File: config.mk
export PLATFORM = sky130hd
export DESIGN_NAME = deserializer_32_sr_flat
export DESIGN_NICKNAME = d
export VERILOG_FILES = /design/src/rtl/deserializer_32_sr_if.sv /design/src/rtl/deserializer_32_sr.sv /design/src/flat_wrapper.sv
export SDC_FILE = /design/constraint.sdc
export NUM_CORES = 1
export LEC_CHECK = 0
export CORE_ASPECT_RATIO = 1.2
export CORE_MARGIN = 2
export CORE_UTILIZATION = 38
export DETAILED_ROUTE_END_ITERATION = 7
export SYNTH_ARGS = -nofsm -noshare
export SYNTH_HDL_FRONTEND = slang
export SYNTH_SLANG_ARGS = --single-unit
File: constraint.sdc
create_clock -name clk -period 2.2 [get_ports clk]
set_input_delay 0.33 -clock clk [delete_from_list [all_inputs] [get_ports clk]]
set_output_delay 0.33 -clock clk [all_outputs]
set_load 0.005 [all_outputs]
File: src/rtl/deserializer_32_sr_if.sv
// Serial link receive bundle: serial input side plus the parallel word side.
// The slave modport is the deserializer's view; master is the link/consumer view.
interface deserializer_32_sr_if #(
    parameter int WIDTH = 32
) ();
    logic             sync;
    logic             data_in;
    logic [WIDTH-1:0] data_out;
    logic             data_valid;
    logic             busy;
    logic             resync_err;

    modport slave (
        input  sync,
        input  data_in,
        output data_out,
        output data_valid,
        output busy,
        output resync_err
    );

    modport master (
        output sync,
        output data_in,
        input  data_out,
        input  data_valid,
        input  busy,
        input  resync_err
    );
endinterface

File: src/rtl/deserializer_32_sr.sv
// MSB-first serial-to-parallel receiver framed by a sync strobe on the MSB.
// Optional frame/error counters are enabled with the DESER_FRAME_CNT_EN macro.
//
// state | meaning
// IDLE  | waiting for sync; data_in ignored
// SHIFT | frame partially received; bit_cnt bits already captured
module deserializer_32_sr #(
    parameter int WIDTH = 32
) (
    input  logic                      clk,
    input  logic                      reset_n,
    deserializer_32_sr_if.slave       bus
`ifdef DESER_FRAME_CNT_EN
    ,
    output logic [15:0]               frame_cnt,
    output logic [7:0]                err_cnt
`endif
);

    localparam int                CNT_W = (WIDTH > 2) ? $clog2(WIDTH) : 1;
    localparam int                SR_W  = WIDTH - 1;
    localparam logic [CNT_W-1:0]  LAST  = CNT_W'(WIDTH - 1);

    typedef enum logic {
        IDLE  = 1'b0,
        SHIFT = 1'b1
    } state_t;

    state_t            state_q, state_d;
    logic [SR_W-1:0]   shift_q, shift_d;
    logic [CNT_W-1:0]  bit_cnt_q, bit_cnt_d;
    logic [WIDTH-1:0]  data_out_q, data_out_d;
    logic              data_valid_q, data_valid_d;
    logic              resync_err_q, resync_err_d;

`ifdef DESER_FRAME_CNT_EN
    logic [15:0]       frame_cnt_q, frame_cnt_d;
    logic [7:0]        err_cnt_q, err_cnt_d;
`endif

    always_ff @(posedge clk or negedge reset_n) begin
        if (!reset_n) begin
            state_q      <= IDLE;
            shift_q      <= '0;
            bit_cnt_q    <= '0;
            data_out_q   <= '0;
            data_valid_q <= 1'b0;
            resync_err_q <= 1'b0;
`ifdef DESER_FRAME_CNT_EN
            frame_cnt_q  <= '0;
            err_cnt_q    <= '0;
`endif
        end else begin
            state_q      <= state_d;
            shift_q      <= shift_d;
            bit_cnt_q    <= bit_cnt_d;
            data_out_q   <= data_out_d;
            data_valid_q <= data_valid_d;
            resync_err_q <= resync_err_d;
`ifdef DESER_FRAME_CNT_EN
            frame_cnt_q  <= frame_cnt_d;
            err_cnt_q    <= err_cnt_d;
`endif
        end
    end

    // sync always wins, even on the final bit, so a late strobe restarts the frame
    always_comb begin
        state_d = state_q;
        unique case (state_q)
            IDLE: begin
                if (bus.sync) state_d = SHIFT;
            end
            SHIFT: begin
                if (bus.sync)                state_d = SHIFT;
                else if (bit_cnt_q == LAST)  state_d = IDLE;
                else                         state_d = SHIFT;
            end
            default: state_d = IDLE;
        endcase
    end

    always_comb begin
        shift_d      = shift_q;
        bit_cnt_d    = bit_cnt_q;
        data_out_d   = data_out_q;
        data_valid_d = 1'b0;
        resync_err_d = 1'b0;

        unique case (state_q)
            IDLE: begin
                if (bus.sync) begin
                    shift_d    = '0;
                    shift_d[0] = bus.data_in;
                    bit_cnt_d  = CNT_W'(1);
                end
            end
            SHIFT: begin
                if (bus.sync) begin
                    shift_d      = '0;
                    shift_d[0]   = bus.data_in;
                    bit_cnt_d    = CNT_W'(1);
                    resync_err_d = 1'b1;
                end else if (bit_cnt_q == LAST) begin
                    data_out_d   = {shift_q, bus.data_in};
                    data_valid_d = 1'b1;
                    bit_cnt_d    = '0;
                end else begin
                    shift_d    = shift_q << 1;
                    shift_d[0] = bus.data_in;
                    bit_cnt_d  = bit_cnt_q + CNT_W'(1);
                end
            end
            default: begin
                bit_cnt_d = '0;
            end
        endcase
    end

`ifdef DESER_FRAME_CNT_EN
    // Counters step on the same edge that raises the matching pulse
    always_comb begin
        frame_cnt_d = frame_cnt_q + {15'd0, data_valid_d};
        err_cnt_d   = err_cnt_q + {7'd0, resync_err_d};
    end

    assign frame_cnt = frame_cnt_q;
    assign err_cnt   = err_cnt_q;
`endif

    assign bus.data_out   = data_out_q;
    assign bus.data_valid = data_valid_q;
    assign bus.busy       = (state_q == SHIFT);
    assign bus.resync_err = resync_err_q;

endmodule

File: src/flat_wrapper.sv
// flat-port wrapper written by rule: the top's interface ports become plain ports
module deserializer_32_sr_flat 
#(
    parameter int WIDTH = 32
)
  (clk, reset_n, bus_sync, bus_data_in, bus_data_out, bus_data_valid, bus_busy, bus_resync_err);
  deserializer_32_sr_if #(.WIDTH(WIDTH)) bus_i ();
  input  logic clk;
  input  logic reset_n;
  input wire logic [$bits(bus_i.sync)-1:0] bus_sync;
  input wire logic [$bits(bus_i.data_in)-1:0] bus_data_in;
  output wire logic [$bits(bus_i.data_out)-1:0] bus_data_out;
  output wire logic [$bits(bus_i.data_valid)-1:0] bus_data_valid;
  output wire logic [$bits(bus_i.busy)-1:0] bus_busy;
  output wire logic [$bits(bus_i.resync_err)-1:0] bus_resync_err;
  assign bus_i.sync = bus_sync;
  assign bus_i.data_in = bus_data_in;
  assign bus_data_out = bus_i.data_out;
  assign bus_data_valid = bus_i.data_valid;
  assign bus_busy = bus_i.busy;
  assign bus_resync_err = bus_i.resync_err;
  deserializer_32_sr #(.WIDTH(WIDTH)) u_core (.clk(clk), .reset_n(reset_n), .bus(bus_i));
endmodule
== After elaboration in Yosys (flattened, before gate mapping) ==
Index checks and enable logic that the tools add are counted.

* Latch bits: 0
* Memories kept: 0
* Logic and storage cells: 30
* Bits of input ports: 4
* Memory bits (writable): 0
* Flip-flop bits (word level): 71
* Memory bits (read-only): 0

* Reductions and logical operators: 2
* Div/mod/pow operators: 0
* Shift-type cells: 0
* Equal/unequal tests: 3
* Multiply operators: 0
* Mux-type cells: 16
* Bitwise logic cells: 2
* Add/sub/neg operators: 1
* Magnitude comparators: 0

{| class="wikitable"
|+ Operator list
! cell !! number
|-
| 31-bit two-way mux || 3
|-
| 31-bit one-hot mux with 2 select lines || 1
|-
| 5-bit two-way mux || 3
|-
| 5-bit one-hot mux with 2 select lines || 1
|-
| 1-bit two-way mux || 7
|-
| 5-bit by 1-bit adder with 5-bit output, second input constant || 1
|-
| 5-bit equality test, second input constant || 1
|-
| 3-bit != test, second input constant || 1
|-
| 3-bit AND reduction || 1
|-
| 2-bit != test, second input constant || 1
|-
| 1-bit NOT || 2
|-
| 1-bit one-hot mux with 2 select lines || 1
|-
| 2-bit AND reduction || 1
|}

== Logic depth before layout (Yosys ltp) ==
Gate-level depths: netlist of run 1.

* Word-level depth: 4
* Gate-level depth with buffers: 7
* Mapped depth without buffers: 6

== Least setup slack after synthesis of run 1 ==
Ideal clock, no wire load.

* Path type: register -> register
* Start: register u_core.bit_cnt_q[0]
* End: register u_core.data_out_q[10] (netlist: u_core.bus.data_out[10])
* Cell stages (with the launch flop): 7
* Library setup time: 0.125 ns
* Period minus slack after synthesis: 1.780 ns
* Arrival: 1.655 ns
* Required time: 2.075 ns
* Setup slack: 0.420 ns
* Cell sequence: dfrtp_1 > ha_1 > and3_1 > ha_1 > nand3b_4 > buf_6 > mux2_4

* Cells in the longest elaborated chain, start to end: 2

{| class="wikitable"
|+ Ends and longest elaborated chain
! what !! line !! RTL
|-
| start, declared || deserializer_32_sr.sv:31 || <nowiki>logic [CNT_W-1:0] bit_cnt_q, bit_cnt_d;</nowiki>
|-
| start signal, assigned || deserializer_32_sr.sv:56 || <nowiki>bit_cnt_q <= bit_cnt_d;</nowiki>
|-
| 5-bit equality test || deserializer_32_sr.sv:104 || <nowiki>end else if (bit_cnt_q == LAST) begin</nowiki>
|-
| 3-bit AND reduction (no source line) || -- ||
|-
| end signal, assigned || deserializer_32_sr.sv:57 || <nowiki>data_out_q <= data_out_d;</nowiki>
|-
| end, declared || deserializer_32_sr.sv:32 || <nowiki>logic [WIDTH-1:0] data_out_q, data_out_d;</nowiki>
|}

No other way between the ends.
A chain may end at the register's enable or synchronous reset.

== Final worst setup path of run 1 ==
* Start: register u_core.bit_cnt_q[0]
* End: register u_core.data_out_q[1] (netlist: u_core.bus.data_out[1])

Same word-level chain as after synthesis.

==> results of run 1 <==
[state kept, by name (all words and copies together) (netlist names)]
register,cells
u_core.bit_cnt_q,5
u_core.bus.busy,1
u_core.bus.data_out,32
u_core.bus.data_valid,1
u_core.bus.resync_err,1
u_core.shift_q,31
[worst register-to-register path: stages (launching register included)]
cell,delay (ns)
sky130_fd_sc_hd__dfrtp_1,0.42
sky130_fd_sc_hd__ha_1,0.24
sky130_fd_sc_hd__and3_1,0.19
sky130_fd_sc_hd__ha_1,0.27
sky130_fd_sc_hd__nand3b_4,0.12
sky130_fd_sc_hd__buf_12,0.24
sky130_fd_sc_hd__mux2_2,0.40
[cell usage after synthesis, drive strengths merged (2+ instances only)]
cell type  count
ha             2
a22o          30
dfrtp         71
mux2          33
buf           11
mux2i          2
o21ai          3
inv            3
a21oi          3
nor2           4
nand3b         2
[power by group]
| group | internal [mW] | switching [mW] | total, mW |
|---|---|---|---|
| Sequential | 1.32 | 0.0103 | 1.33 |
| Clock | 0.670 | 0.476 | 1.15 |
| Combinational | 0.0241 | 0.0452 | 0.0692 |
[layout make-up]
class                   instances  area share, %
well taps                      90          3.233
clock inverters                 5          2.335
repair buffers                 43          12.64
flip-flops and latches         71          51.01
clock buffers                  11          4.059
multi-input cells              87          26.40
inverters                       3         0.3233
[path summary, 6_finish.rpt]
check	start	endpoint	slack, ns	cells after the start
hold / removal	reset_n	u_core.bus.data_out[6]	0.11	1
max in group asynchronous	reset_n	u_core.bus.data_out[26]	1.53	1
setup reg to reg	u_core.bit_cnt_q[0]	u_core.bus.data_out[1]	0.22	6
hold reg to reg	u_core.bus.data_out[0]	u_core.bus.data_out[0]	0.51	1
min in group clk	u_core.bus.data_out[0]	u_core.bus.data_out[0]	0.51	1
setup / recovery	u_core.bit_cnt_q[0]	u_core.bus.data_out[1]	0.22	6
[metal layers]
layer  vias to the layer above  global-route usage (%)
met5                         -                       0
met4                         0                   6.923
met3                        11                   2.865
met2                        31                   16.94
met1                       743                   18.92
li1                        717                       -
[kinds of logic after synthesis]
family / count (synthesis) / share of synthesized area [%]
adder cells (fa/ha/maj): 2 / 0.8971
AND/OR/NAND/NOR: 13 / 3.320
multiplexers: 35 / 17.95
buffers and inverters: 14 / 3.410
flip-flops: 71 / 63.71
AO/OA/AOI/OAI: 37 / 10.72
[through the flow]
| step | utilization, % | setup slack (ns) | hold WS [ns] | std cells |
|---|---|---|---|---|
| 2_1_floorplan | - | 0.4197 | 0.03441 | 172 |
| 3_3_place_gp | 45.35 | 0.2684 | 0.4941 | 294 |
| 3_5_place_dp | 45.35 | 0.2469 | 0.4993 | 294 |
| 4_1_cts | 48.45 | 0.2327 | 0.1373 | 310 |
| 5_1_grt | 48.45 | 0.1346 | 0.1854 | 310 |
| 6_report | 48.45 | 0.2230 | 0.1149 | 310 |
==> load_flow_metrics.sql, run 1 <==
INSERT INTO impl_metrics (metric_group, metric, value, unit) VALUES
('clock_network', 'clkTransAtPathRegs', '0.08', 'ns'),
('grt', 'track_usage', '12.70', '%'),
('clock_network', 'cts_repair_resize_count', '0', ''),
('synthesis', 'number_of_flops_mapped_to_enable_cells_by_yosys', '0', ''),
('run_status', 'status', 'complete, no violations', ''),
('timing', 'clock.fmax', '505.8', 'MHz'),
('timing', 'slew_headroom', '42.45', '%'),
('timing', 'grt_setup_unrepaired', 'false', ''),
('grt', 'grt_start_max_net_pins', '72', ''),
('grt', 'via_count_of_the_first_global_routing_pass', '1558', ''),
('cells_and_area', 'areaGrowthSynthToFinish', '24.90', '%'),
('power_and_ir_drop', 'design_power_total', '2.541', 'mW'),
('cells_and_area', 'proportion_of_layout_cells_with_a_drive_suffix_above_1', '26.36', '%'),
('drt', 'drc', '0', ''),
('timing', 'setup-tns-final', '0', 'ns'),
('synthesis', 'ys_seq_elements', '71', ''),
('drt', 'met1Wirelength', '2241', 'um'),
('drt', 'totalWireLength', '4540', 'um'),
('drt', 'drtIter0Drc', '89', ''),
('power_and_ir_drop', 'power_density', '729.5', 'nW/um^2'),
('clock_network', 'clock_insertion_delay_worst_skew', '0.34', 'ns'),
('worst_setup_path', 'worstSetupEndpointType', 'flip-flop', ''),
('worst_hold_path', 'holdCritPathClass', 'primary input to asynchronous set/reset pin', ''),
('cells_and_area', 'filler_cell_count', '619', ''),
('cells_and_area', 'layout.nets', '221', ''),
('worst_setup_path', 'critical-path-max-stage-delay', '0.42', 'ns'),
('worst_setup_path', 'slowest_stage', 'sky130_fd_sc_hd__dfrtp_1', ''),
('synthesis', 'synth.area.top_cells', 'sky130_fd_sc_hd__dfrtp_1 (64%), sky130_fd_sc_hd__mux2_4 (16%), sky130_fd_sc_hd__a22o_1 (9.4%)', ''),
('synthesis', 'synth_largest_area_cell', 'sky130_fd_sc_hd__dfrtp_1', ''),
('job', 'maxCapViolCount', '0', ''),
('drt', 'routedWlPerCell', '14.65', 'um'),
('cells_and_area', 'most_frequent_cells_in_the_layout', 'sky130_fd_sc_hd__dfrtp_1 (71), sky130_fd_sc_hd__clkdlybuf4s50_1 (37), sky130_fd_sc_hd__a22o_1 (30)', ''),
('clock_network', 'h-tree-depth', '3', ''),
('worst_setup_path', 'top_cell_by_count_worst_path', 'sky130_fd_sc_hd__ha_1', ''),
('drt', 'via_count', '1502', ''),
('synthesis', 'synth_top_cell_area_share', '63.71', '%'),
('power_and_ir_drop', 'vdd_drop_max', '0.3952', 'mV'),
('synthesis', 'synth_sequential_area_ratio', '63.71', '%'),
('clock_network', 'clock-root-buffer', 'sky130_fd_sc_hd__clkbuf_8', ''),
('placement', 'placement.io_buffers', '38', ''),
('timing', 'worst-slew-pin-transition', '0.8632', 'ns'),
('floorplan', 'floorplan.initialDensity', '38.79', '%'),
('synthesis', 'syn_inst', '172', ''),
('floorplan', 'dieWidth', '82.21', 'um'),
('clock_network', 'cts_num_sinks', '71', ''),
('worst_setup_path', 'worst_path_dominant_cell_family', 'adder cells', ''),
('timing', 'min_period_over_period', '89.86', '%'),
('synthesis', 'syn_avg_cell_area', '16.21', 'sq um'),
('grt', 'number_of_antenna_violations_at_the_first_check_in_global_routing', '0', ''),
('synthesis', 'number_of_distinct_library_cells_after_synthesis', '24', ''),
('grt', 'grt_overflow', '0', ''),
('cells_and_area', 'antenna_cells', '0', ''),
('drt', 'topRoutingLayerUsed', 'met4', ''),
('grt', 'first_pass_grt_wire_length', '7741', 'um'),
('worst_setup_path', 'cp_num_buf_inv', '1', ''),
('synthesis', 'synthFlopType', 'sky130_fd_sc_hd__dfrtp_1', ''),
('drt', 'antenna_violating_nets_post_route', '0', ''),
('cells_and_area', 'multi_input_area', '919.6', 'sq um'),
('worst_setup_path', 'timing.critical_path.fanout_max', '33', ''),
('placement', 'globalplace.congestion', '0.7842', ''),
('floorplan', 'dieArea', '8043', 'sq um'),
('drt', 'firstDrtPassIters', '5', ''),
('synthesis', 'synth_area', '2789', 'sq um'),
('placement', 'post-dp-hpwl', '2773', 'um'),
('drt', 'met2RoutedLength', '2054', 'um'),
('synthesis', 'synth.net_count', '178', ''),
('worst_setup_path', 'path_cells', 'ha_1, and3_1, ha_1, nand3b_4, buf_12, mux2_2', ''),
('clock_network', 'tritoncts.num_buffers', '9', ''),
('floorplan', 'floorplan.io_pins', '39', ''),
('worst_setup_path', 'worst_setup_path_start_kind', 'flip-flop', ''),
('clock_network', 'cts_tree', 'yes', '');
Power figures use the tool's default switching activity.
==> inputs of run 2 (changes only) <==
--- a/config.mk
+++ b/config.mk
@@ -5,6 +5,7 @@
 export SDC_FILE = /design/constraint.sdc
 export NUM_CORES = 1
 export LEC_CHECK = 0
+export ABC_AREA = 1
 export CORE_ASPECT_RATIO = 1.2
 export CORE_MARGIN = 2
 export CORE_UTILIZATION = 38
==> constraint.sdc (replaced) <==
create_clock -name clk -period 2.5 [get_ports clk]
set_input_delay 0.375 -clock clk [delete_from_list [all_inputs] [get_ports clk]]
set_output_delay 0.375 -clock clk [all_outputs]
set_load 0.005 [all_outputs]
==> run 2 against run 1 <==
Against the previous run: first-iteration DRC count rose by 21%; fmax up 1.7%; routed wire length grew 14%; critical path depth is 2 higher; die area grew 2.4%; clock skew is 0.0014 ns lower; via count grew 27%; flip-flop and latch count unchanged; synthesized cell count increased by 61%; register-to-register slack better by 0.33 ns; largest cell class unchanged.
==> load_flow_metrics.sql, run 2 <==
INSERT INTO impl_metrics (metric_group, metric, value, unit) VALUES
('floorplan', 'dieHeight', '99.04', 'um'),
('drt', 'totalWireLength', '5181', 'um'),
('clock_network', 'clkTransAtPathRegs', '0.08', 'ns'),
('grt', 'via_count_of_the_first_global_routing_pass', '1999', ''),
('cells_and_area', 'most_frequent_cells_in_the_layout', 'sky130_fd_sc_hd__nand2_1 (79), sky130_fd_sc_hd__dfrtp_1 (71), sky130_fd_sc_hd__inv_1 (37), sky130_fd_sc_hd__clkdlybuf4s50_1 (37), sky130_fd_sc_hd__o21ai_2 (32)', ''),
('clock_network', 'cts_repair_resize_count', '0', ''),
('synthesis', 'synth_area', '2860', 'sq um'),
('power_and_ir_drop', 'vdd_drop_max', '0.3399', 'mV'),
('power_and_ir_drop', 'design_power_total', '2.171', 'mW'),
('clock_network', 'clock-root-buffer', 'sky130_fd_sc_hd__clkbuf_8', ''),
('clock_network', 'postCtsSetupBuffers', '0', ''),
('placement', 'globalplace.congestion', '0.7483', ''),
('cells_and_area', 'layout_commonest_cell', 'sky130_fd_sc_hd__nand2_1', ''),
('synthesis', 'synth_async_sr_flop_share', '100.0', '%'),
('power_and_ir_drop', 'pwr-share-seq', '53.8', '%'),
('timing', 'timing.clock.skew', '0.01110', 'ns'),
('power_and_ir_drop', 'power.net_switching', '479.5', 'uW'),
('synthesis', 'ys_seq_elements', '71', ''),
('worst_setup_path', 'worst_setup_path_start_kind', 'flip-flop', ''),
('synthesis', 'synthXorXnorAreaFrac', '0.3062', '%'),
('placement', 'placedInstanceArea', '3293', 'sq um'),
('worst_setup_path', 'timing.critical_path.fanout_max', '26', ''),
('synthesis', 'synth.cells.most_frequent', 'sky130_fd_sc_hd__nand2_1 (79), sky130_fd_sc_hd__dfrtp_1 (71), sky130_fd_sc_hd__inv_1 (37)', ''),
('synthesis', 'synth_fa_ha_area_share', '0.8749', '%'),
('timing', 'setup-tns-final', '0', 'ns'),
('timing', 'grt_setup_unrepaired', 'false', ''),
('grt', 'track_usage', '13.68', '%'),
('cells_and_area', 'largest_register_ffs', '32', ''),
('synthesis', 'synth_top_cell_area_share', '62.12', '%'),
('synthesis', 'post_synthesis_simple_gate_area_fraction', '12.20', '%'),
('grt', 'number_of_antenna_violations_at_the_first_check_in_global_routing', '0', ''),
('synthesis', 'yosys_warning_count', '0', ''),
('drt', 'via_count', '1906', ''),
('synthesis', 'syn_avg_cell_area', '10.33', 'sq um'),
('worst_hold_path', 'holdCritPathClass', 'primary input to asynchronous set/reset pin', ''),
('worst_setup_path', 'slowest_stage', 'sky130_fd_sc_hd__dfrtp_1', ''),
('worst_setup_path', 'worstSetupEndpointType', 'flip-flop', ''),
('cells_and_area', 'areaGrowthSynthToFinish', '22.40', '%'),
('timing', 'clock.fmax', '514.7', 'MHz'),
('timing', 'timing_hold_violations_final', '0', ''),
('floorplan', 'floorplan.core_area', '7274', 'sq um'),
('timing', 'setup_slack', '0.5570', 'ns'),
('job', 'maxCapViolCount', '0', ''),
('synthesis', 'number_of_distinct_library_cells_after_synthesis', '19', ''),
('placement', 'placement.io_buffers', '38', ''),
('drt', 'vias_per_inst', '4.604', ''),
('timing', 'min_period', '1.943', 'ns'),
('grt', 'grt_overflow', '0', ''),
('synthesis', 'post_synthesis_mux_area_share', '0', '%'),
('clock_network', 'cts-root-to-sink-buffers', '2', ''),
('synthesis', 'synth_sequential_area_ratio', '62.12', '%'),
('drt', 'firstDrtPassIters', '6', ''),
('synthesis', 'synth.area.top_cells', 'sky130_fd_sc_hd__dfrtp_1 (62%), sky130_fd_sc_hd__nand2_1 (10%), sky130_fd_sc_hd__o21ai_2 (9.8%)', ''),
('power_and_ir_drop', 'internal_power', '1.691', 'mW'),
('floorplan', 'num_rows', '34', ''),
('synthesis', 'post-synth-top-count-cell', 'sky130_fd_sc_hd__nand2_1', ''),
('synthesis', 'largest_family_of_logic_cells_by_synthesized_area', 'compound AO/OA/AOI/OAI gates', ''),
('clock_network', 'tritoncts.num_buffers', '9', ''),
('power_and_ir_drop', 'power.share.switching', '22.09', '%'),
('timing', 'min_period_over_period', '77.72', '%'),
('placement', 'preCtsSetupSlack', '0.5560', 'ns'),
('cells_and_area', 'layout.cell_area.non_filler', '3501', 'sq um'),
('timing', 'final_setup_fails', '0', ''),
('drt', 'routedWlPerCell', '12.51', 'um'),
('cells_and_area', 'layout.nets', '325', ''),
('worst_setup_path', 'cp.arrival', '2.21', 'ns'),
('drt', 'antenna_violating_nets_post_route', '0', ''),
('drt', 'drc', '0', ''),
('synthesis', 'syn_inst', '277', ''),
('timing', 'finalMaxSlewViolations', '0', ''),
('cells_and_area', 'proportion_of_layout_cells_with_a_drive_suffix_above_1', '17.90', '%'),
('power_and_ir_drop', 'static-leakage-power', '1.537', 'nW'),
('synthesis', 'synth_largest_area_cell', 'sky130_fd_sc_hd__dfrtp_1', ''),
('worst_setup_path', 'worst_path_dominant_cell_family', 'adder cells', ''),
('clock_network', 'clock_insertion_delay_worst_skew', '0.34', 'ns'),
('power_and_ir_drop', 'share_clk_of_total_power', '43.2', '%'),
('worst_setup_path', 'cp_num_buf_inv', '1', ''),
('synthesis', 'synth.net_count', '283', ''),
('timing', 'worst-slew-pin-transition', '0.7299', 'ns'),
('grt', 'grt_start_max_net_pins', '42', ''),
('clock_network', 'postCtsHoldBufs', '0', ''),
('worst_setup_path', 'worst-setup-path-type', 'flip-flop to flip-flop', ''),
('placement', 'post-dp-hpwl', '3379', 'um'),
('worst_setup_path', 'worst_path_required', '2.77', 'ns'),
('synthesis', 'number_of_flops_mapped_to_enable_cells_by_yosys', '0', ''),
('synthesis', 'synthFlopType', 'sky130_fd_sc_hd__dfrtp_1', ''),
('drt', 'drtIter0Drc', '108', ''),
('synthesis', 'synth_compound_area_share', '15.84', '%'),
('timing', 'slew_headroom', '51.34', '%'),
('clock_network', 'h-tree-depth', '3', ''),
('grt', 'first_pass_grt_wire_length', '9073', 'um'),
('floorplan', 'dieWidth', '83.20', 'um'),
('power_and_ir_drop', 'power_frac_comb', '3.0', '%'),
('worst_setup_path', 'path_cells', 'ha_1, nand2_1, nor2_1, ha_1, nand2_4, buf_4, nand2_1, o21ai_2', ''),
('cells_and_area', 'filler_cell_count', '696', ''),
('cells_and_area', 'antenna_cells', '0', ''),
('floorplan', 'floorplan.initialDensity', '39.32', '%'),
('floorplan', 'floorplan.io_pins', '39', ''),
('clock_network', 'cts_num_sinks', '71', ''),
('run_status', 'status', 'complete, no violations', ''),
('worst_setup_path', 'critical-path-max-stage-delay', '0.42', 'ns'),
('power_and_ir_drop', 'power_density', '620.0', 'nW/um^2'),
('clock_network', 'cts_tree', 'yes', ''),
('floorplan', 'dieArea', '8240', 'sq um');
==> run 2: cell types whose count changed after synthesis, moves of 2 or more <==
cell,previous run,this run
sky130_fd_sc_hd__a22o_1,30,0
sky130_fd_sc_hd__mux2_4,29,0
sky130_fd_sc_hd__nand2_1,1,79
sky130_fd_sc_hd__a21oi_1,3,0
sky130_fd_sc_hd__o21ai_2,0,32
sky130_fd_sc_hd__buf_6,3,6
sky130_fd_sc_hd__mux2i_1,2,0
sky130_fd_sc_hd__inv_1,3,37
sky130_fd_sc_hd__o21ai_1,0,29
sky130_fd_sc_hd__mux2_2,4,0
==> run 2: metal layers <==
layer / vias to the layer above / part of all wire, % / global-route usage [%]
met4: 0 / 2.0 / 7.188
li1: 951 / - / -
met3: 11 / 3.6 / 2.764
met5: - / 0 / 0
met2: 34 / 44 / 21.59
met1: 910 / 50 / 17.90
==> run 2: cells by family after synthesis <==
kind of cell               count (synthesis)
xor gates and xnor gates                   1
DFF                                       71
AOI/OAI and AO/OA                         66
buffers and inverters                     50
and+or+nand+nor                           87
adders and majority gates                  2
==> run 2: power groups by stage <==
stage	Sequential, mW	Clock [mW]	Combinational [mW]
2_1_floorplan	1.19	0	0.0290
3_3_place_gp	1.19	0	0.0669
3_5_place_dp	1.19	0	0.0683
4_1_cts	1.17	0.961	0.0681
5_1_grt	1.17	1.01	0.0766
6_report	1.17	0.938	0.0655
==> run 2: cell type report <==
type	count	area (sq um)	area share [%]
multi-input cells	156	835.8	23.87
well taps	90	112.6	3.217
inverters	38	142.6	4.074
repair buffers	43	425.4	12.15
clock buffers	11	151.4	4.325
flip-flops and latches	71	1777	50.75
clock inverters	5	56.30	1.608
==> run 2: final timing paths <==
path	start	end	slack, ns	cells after the start
worst min register to register	u_core.bus.data_out[9]	u_core.bus.data_out[9]	0.49	2
max in group asynchronous	reset_n	u_core.bus.data_out[20]	1.73	2
worst min-delay path	reset_n	u_core.bus.data_out[10]	0.1	1
min in group clk	u_core.bus.data_out[9]	u_core.bus.data_out[9]	0.49	2
worst max register to register	u_core.bit_cnt_q[0]	u_core.bus.data_out[28]	0.56	8
worst max-delay path	u_core.bit_cnt_q[0]	u_core.bus.data_out[28]	0.56	8
==> run 2: per-stage QoR <==
stage / hold slack [ns] / utilization (%) / instances
floorplan: 0.07941 / - / 277
global placement: 0.4643 / 45.27 / 398
detailed placement: 0.4711 / 45.27 / 398
CTS: 0.09798 / 48.13 / 414
global route: 0.1402 / 48.13 / 414
finish: 0.09644 / 48.13 / 414
